**config.mk**
```make
export PLATFORM = sky130hd
export DESIGN_NAME = opb_register_simulink2ppc
export DESIGN_NICKNAME = d
export VERILOG_FILES = /design/src/rtl/opb_sim2ppc_pkg.sv /design/src/rtl/opb_slave_ack_fsm.sv /design/src/rtl/opb_register_simulink2ppc.sv
export SDC_FILE = /design/constraint.sdc
export NUM_CORES = 1
export LEC_CHECK = 0
export ABC_AREA = 1
export CELL_PAD_IN_SITES_DETAIL_PLACEMENT = 1
export CELL_PAD_IN_SITES_GLOBAL_PLACEMENT = 2
export CORE_ASPECT_RATIO = 0.7
export CORE_MARGIN = 4
export CORE_UTILIZATION = 15
export DETAILED_ROUTE_END_ITERATION = 10
export HOLD_SLACK_MARGIN = 0.06
export PLACE_DENSITY_LB_ADDON = 0.25
export SYNTH_ARGS = -nofsm -noshare
export SYNTH_HDL_FRONTEND = slang
export SYNTH_SLANG_ARGS = --single-unit
```
**constraint.sdc**
```tcl
create_clock -name OPB_Clk -period 1.15 [get_ports OPB_Clk]
set_input_delay 0.1725 -clock OPB_Clk [delete_from_list [all_inputs] [get_ports OPB_Clk]]
set_output_delay 0.1725 -clock OPB_Clk [all_outputs]
set_load 0.05 [all_outputs]
```
**src/rtl/opb_sim2ppc_pkg.sv**
```systemverilog
// Shared definitions for the Simulink-to-PPC OPB capture register:
// register offsets, STATUS bit positions and slave FSM state encodings.
package opb_sim2ppc_pkg;

    localparam logic [1:0] REG_DATA    = 2'd0;
    localparam logic [1:0] REG_STATUS  = 2'd1;
    localparam logic [1:0] REG_CONTROL = 2'd2;

    localparam int STAT_NEW_BIT = 31;
    localparam int STAT_OVF_BIT = 30;
    localparam int STAT_FRZ_BIT = 29;

    localparam int CTRL_CLR_OVF_BIT = 0;
    localparam int CTRL_FREEZE_BIT  = 1;

    typedef enum logic [1:0] {
        ST_IDLE = 2'd0,
        ST_ACK  = 2'd1,
        ST_DONE = 2'd2
    } slv_state_e;

endpackage

```
**src/rtl/opb_slave_ack_fsm.sv**
```systemverilog
// OPB slave handshake: address decode, IDLE/ACK/DONE acknowledge FSM and
// the read-data mux, which is zero outside a read ACK cycle.
module opb_slave_ack_fsm
    import opb_sim2ppc_pkg::*;
#(
    parameter logic [31:0] C_BASEADDR = 32'h00000000,
    parameter logic [31:0] C_HIGHADDR = 32'h000000FF
) (
    input  logic        clk_i,
    input  logic        rst_n_i,
    input  logic        select_i,
    input  logic [31:0] abus_i,
    input  logic        rnw_i,
    input  logic [31:0] data_reg_i,
    input  logic [31:0] status_reg_i,
    input  logic [31:0] control_reg_i,
    output logic        xfer_ack_o,
    output logic        ack_o,
    output logic [1:0]  offset_o,
    output logic [31:0] rd_data_o
);

    localparam logic [31:0] SPAN = C_HIGHADDR - C_BASEADDR;

    slv_state_e  state_q, state_d;
    logic        hit;
    logic [31:0] rel_addr;

    // A single unsigned compare covers both window bounds: addresses below
    // the base wrap to large values and fall outside the span.
    assign rel_addr = abus_i - C_BASEADDR;
    assign hit      = select_i && (rel_addr <= SPAN);
    assign offset_o = abus_i[3:2];

    always_ff @(posedge clk_i) begin
        if (!rst_n_i) begin
            state_q <= ST_IDLE;
        end else begin
            state_q <= state_d;
        end
    end

    always_comb begin
        state_d = ST_IDLE;
        case (state_q)
            ST_IDLE: state_d = hit ? ST_ACK : ST_IDLE;
            ST_ACK:  state_d = ST_DONE;
            ST_DONE: state_d = ST_IDLE;
            default: state_d = ST_IDLE;
        endcase
    end

    assign ack_o      = (state_q == ST_ACK);
    assign xfer_ack_o = ack_o;

    always_comb begin
        rd_data_o = '0;
        if (ack_o && rnw_i) begin
            case (offset_o)
                REG_DATA:    rd_data_o = data_reg_i;
                REG_STATUS:  rd_data_o = status_reg_i;
                REG_CONTROL: rd_data_o = control_reg_i;
                default:     rd_data_o = '0;
            endcase
        end
    end

endmodule

```
**src/rtl/opb_register_simulink2ppc.sv**
```systemverilog
// Fabric-to-PPC capture register on OPB: DATA/STATUS/CONTROL with overflow
// and freeze. Optional 16-bit capture counter under SIM2PPC_CAPTURE_COUNT_EN.
module opb_register_simulink2ppc
    import opb_sim2ppc_pkg::*;
#(
    parameter logic [31:0] C_BASEADDR   = 32'h00000000,
    parameter logic [31:0] C_HIGHADDR   = 32'h000000FF,
    parameter int          C_OPB_AWIDTH = 32,
    parameter int          C_OPB_DWIDTH = 32
) (
    input  logic                    OPB_Clk,
    input  logic                    OPB_Rst_n,
    input  logic [0:C_OPB_AWIDTH-1] OPB_ABus,
    input  logic [0:3]              OPB_BE,
    input  logic [0:C_OPB_DWIDTH-1] OPB_DBus,
    input  logic                    OPB_RNW,
    input  logic                    OPB_select,
    input  logic                    OPB_seqAddr,
    output logic [0:C_OPB_DWIDTH-1] Sl_DBus,
    output logic                    Sl_xferAck,
    output logic                    Sl_errAck,
    output logic                    Sl_retry,
    output logic                    Sl_toutSup,
    input  logic [31:0]             user_data_in,
    input  logic                    user_valid,
    output logic                    user_frozen
);

    logic [31:0] data_q, data_d;
    logic        new_q, new_d;
    logic        ovf_q, ovf_d;
    logic        frz_q, frz_d;
    logic [15:0] count;

    logic        ack;
    logic [1:0]  offset;
    logic [31:0] rd_data;
    logic [31:0] wdata;
    logic [31:0] status_reg;
    logic [31:0] control_reg;
    logic        capture;
    logic        rd_data_ack;
    logic        wr_ctrl;
    logic        unused_ok;

    // Reversed-range bus: OPB bit 0 lands on user bit 31.
    assign wdata = OPB_DBus;

    opb_slave_ack_fsm #(
        .C_BASEADDR (C_BASEADDR),
        .C_HIGHADDR (C_HIGHADDR)
    ) u_fsm (
        .clk_i         (OPB_Clk),
        .rst_n_i       (OPB_Rst_n),
        .select_i      (OPB_select),
        .abus_i        (OPB_ABus),
        .rnw_i         (OPB_RNW),
        .data_reg_i    (data_q),
        .status_reg_i  (status_reg),
        .control_reg_i (control_reg),
        .xfer_ack_o    (Sl_xferAck),
        .ack_o         (ack),
        .offset_o      (offset),
        .rd_data_o     (rd_data)
    );

    assign capture     = user_valid && !frz_q;
    assign rd_data_ack = ack && OPB_RNW && (offset == REG_DATA);
    assign wr_ctrl     = ack && !OPB_RNW && (offset == REG_CONTROL) && OPB_BE[3];

    // A capture beats both the read-clear of new_data and the write-clear of overflow.
    always_comb begin
        data_d = data_q;
        new_d  = new_q;
        ovf_d  = ovf_q;
        frz_d  = frz_q;
        if (rd_data_ack) new_d = 1'b0;
        if (wr_ctrl) begin
            if (wdata[CTRL_CLR_OVF_BIT]) ovf_d = 1'b0;
            frz_d = wdata[CTRL_FREEZE_BIT];
        end
        if (capture) begin
            data_d = user_data_in;
            new_d  = 1'b1;
            if (new_q) ovf_d = 1'b1;
        end
    end

    always_ff @(posedge OPB_Clk) begin
        if (!OPB_Rst_n) begin
            data_q <= '0;
            new_q  <= 1'b0;
            ovf_q  <= 1'b0;
            frz_q  <= 1'b0;
        end else begin
            data_q <= data_d;
            new_q  <= new_d;
            ovf_q  <= ovf_d;
            frz_q  <= frz_d;
        end
    end

`ifdef SIM2PPC_CAPTURE_COUNT_EN
    logic [15:0] count_q, count_d;

    assign count_d = capture ? count_q + 16'd1 : count_q;

    always_ff @(posedge OPB_Clk) begin
        if (!OPB_Rst_n) begin
            count_q <= '0;
        end else begin
            count_q <= count_d;
        end
    end

    assign count = count_q;
`else
    assign count = '0;
`endif

    always_comb begin
        status_reg               = '0;
        status_reg[STAT_NEW_BIT] = new_q;
        status_reg[STAT_OVF_BIT] = ovf_q;
        status_reg[STAT_FRZ_BIT] = frz_q;
        status_reg[15:0]         = count;
    end

    assign control_reg = {30'b0, frz_q, 1'b0};

    assign Sl_DBus     = rd_data;
    assign Sl_errAck   = 1'b0;
    assign Sl_retry    = 1'b0;
    assign Sl_toutSup  = 1'b0;
    assign user_frozen = frz_q;

    assign unused_ok = ^{OPB_seqAddr, OPB_BE[0:2], wdata[31:2]};

endmodule
```
==> results of run 1 <==
[flip-flops by register name, indices dropped and copies added (netlist names)]
| name | flops |
|---|---|
| data_q | 32 |
| u_fsm.state_q | 2 |
| new_q | 1 |
| ovf_q | 1 |
| user_frozen | 1 |
[metal layers]
layer | part of all wire, % | up-vias | wire length, µm
met5 | 0 | - | 0
met4 | 0.68 | 0 | 42
met3 | 9.8 | 5 | 603
met2 | 40 | 57 | 2500
met1 | 49 | 841 | 3030
li1 | - | 961 | -
[Yosys cell counts]
library cell	number
o21ai_1	4
nand2_4	2
nand3_1	10
o21ai_2	1
dfxtp_1	37
buf_2	6
o21ai_0	28
buf_4	3
buf_6	6
inv_1	33
nand2_1	11
nand4_1	1
inv_4	1
nor2_4	1
nand4_4	1
inv_2	3
a21oi_1	34
conb_1	1
nor3_1	1
nor2_1	51
a21oi_2	1
nand2_2	1
[kinds of logic after synthesis]
kind of cell	share of synthesized area (%)
flops	43.3
simple gates	20.8
compound gates	20.4
buf+inv	15.3
other cells	0.219
[layout make-up]
class                           count  area [µm²]
Clock buffer                        6         129
Clock inverter                      2        10.0
Fill cell                        1287        7350
Inverter                           37         146
Multi-Input combinational cell    150         996
Sequential cell                    37         747
Tap cell                          153         191
Timing Repair Buffer              116        1520
[worst register-to-register path, delay by kind of cell, from the launching register on]
| family | cells | cell delay [ns] |
|---|---|---|
| AOI/OAI and AO/OA | 1 | 0.05 |
| buffers and inverters | 3 | 0.32 |
| DFF | 1 | 0.32 |
| and+or+nand+nor | 4 | 0.30 |
[path summary, 6_finish.rpt]
check,start,endpoint,cells after the start
setup / recovery,u_fsm.state_q[1],Sl_DBus[30],7
hold / removal,OPB_select,u_fsm.state_q[0],3
setup reg to reg,u_fsm.state_q[1],ovf_q,8
hold reg to reg,ovf_q,ovf_q,2
[metrics by stage]
stage                     utilization, %  hold WS [ns]  power (mW)  instances
after global placement              31.9         0.464        1.95        491
final                               33.7         0.470        3.25        501
after floorplan                        -         0.311        1.67        239
after CTS                           33.2         0.459        3.33        500
after global routing                33.7         0.462        3.45        501
after detailed placement            31.9         0.462        1.96        491
[power by group through the flow]
stage | clock [mW] | sequential, mW | combinational (mW)
2_1_floorplan | 0 | 1.41 | 0.257
3_3_place_gp | 0 | 1.42 | 0.536
3_5_place_dp | 0 | 1.42 | 0.542
4_1_cts | 1.39 | 1.39 | 0.544
5_1_grt | 1.45 | 1.40 | 0.600
6_report | 1.32 | 1.39 | 0.540
[repair_timing]
item	4_1_cts	5_1_grt
pin swaps	2	5
resized for setup	4	11
buffers inserted	1	1
endpoints found under the setup margin	34	35
==> impl_metrics.toml, run 1 <==
[clock_tree]
clock_latency_ns = 0.28
cts_root_buffer = "clkbuf_16"
cts-htree-levels = 2
cts.sinks = 37
clkTransAtPathRegs_ns = 0.06
cts_tree = "yes"
cts_buffer_depth = 2
cts_buffers = 5
cts-hold-fix-buffers = 0

[sta]
fin_crit_sh_pct = 134
finalMaxSlewViolations = 0
tns_ns = -11.86
max_freq_mhz = 647
clock_skew_ns = 0.00256
finalWorstSetupSlack_ns = -0.395
hold_violations = 0
finalSetupViolCount = 33
rsz0062_at_grt = "yes"
min_period_ns = 1.54

[power_and_ir_drop]
leakagePower_nw = 1.35
pwr-share-clk_pct = 40.6
seqPwrFrac_pct = 42.8
vdd_drop_max_mv = 0.404
switchingPower_mw = 0.798
switching_share_pct = 24.6
pwr_density_cell_nw_per_um2 = 868
comb_power_share_pct = 16.6
p_int_mw = 2.45

[grt]
grtUsageMet3_pct = 4.55
grt_pass1_wl_mm = 9.98
met1_usage_pct = 13.2
grt-ovfl-total = 0
antenna_found_initial = 0
grt_pass1_vias = 1941
grt.total_usage_pct = 9.39
busiest_layer = "met1"
grt_max_degree = 32
use_met2_pct = 12.8

[floorplanning]
ioPinCount = 143
num_rows = 32
initial_core_util_pct = 15.4
die_y_um = 97.3
core_area_um2 = 11100
dieArea_um2 = 13200
dieWidth_um = 136

[setup_path]
cp_data_required_time_ns = 0.98
startpoint_type = "flop"
crit_slowest_cell = "dfxtp_2"
end_kind = "primary output"
critPathMostFrequentCell = "buf_12"
crit_chain = "inv_2, nand2_4, inv_8, nand4_4, buf_12, o21ai_4, buf_12"
cp.arrival_ns = 1.37
crit_type = "flop to primary output"
path_max_fanout = 14
max_stage_delay_ns = 0.32
path_buf_inv = 4
reg2reg_slack_ns = 0.05
path_delay_family = "buffers and inverters"

[yosys]
seq_area_frac_synth_pct = 43.3
synth.top_cell.area_share_pct = 43.3
yosys.area.top_type = "dfxtp_1"
yosys-top-cells-area = "dfxtp_1 43%, nor2_1 11%, a21oi_1 10%"
synth_area_per_cell_um2 = 7.21
post_synth_num_cell_types = 22
synth_area_um2 = 1710
ys_ff_latch = 37
netlist_instances = 237
yosys_warnings = 0

[cells_and_area]
area_growth_pct = 119
nets = 453
final_common_cell = "clkdlybuf4s50_1"
stdcell_area_um2 = 3740
diodes = 0
layout_common_cells = "62 x clkdlybuf4s50_1, 38 x buf_12, 34 x dfxtp_1"
drive_gt1_share_pct = 31.6

[outcome]
violations = "setup timing"
run_status = "finished, violations left"

[route]
wl_per_cell_um = 12.3
vias = 1864
routed_via_density = 3.72
drc = 0
routed_wl_mm = 6.18
ant_nets = 0
initialDrtViolationCount = 72
firstDrtPassIters = 4

[place]
port_buffers = 99
post-dp-hpwl_mm = 4.88
place_area_um2 = 3540
dp_slack_ns = -0.473
place.gp.congestion = 0.744

[run]
drv_cap = 0

[min_path]
min_path_type = "input pin to flop"
Power figures use the tool's default switching activity.
==> run 2, diff against run 1 <==
--- a/config.mk
+++ b/config.mk
@@ -6,6 +6,7 @@
 export NUM_CORES = 1
 export LEC_CHECK = 0
 export ABC_AREA = 1
+export ABC_CLOCK_PERIOD_IN_PS = 1150
 export CELL_PAD_IN_SITES_DETAIL_PLACEMENT = 1
 export CELL_PAD_IN_SITES_GLOBAL_PLACEMENT = 2
 export CORE_ASPECT_RATIO = 0.7
==> results of run 2 <==
The final DEF is identical to that of run 1; final timing and power are the same.
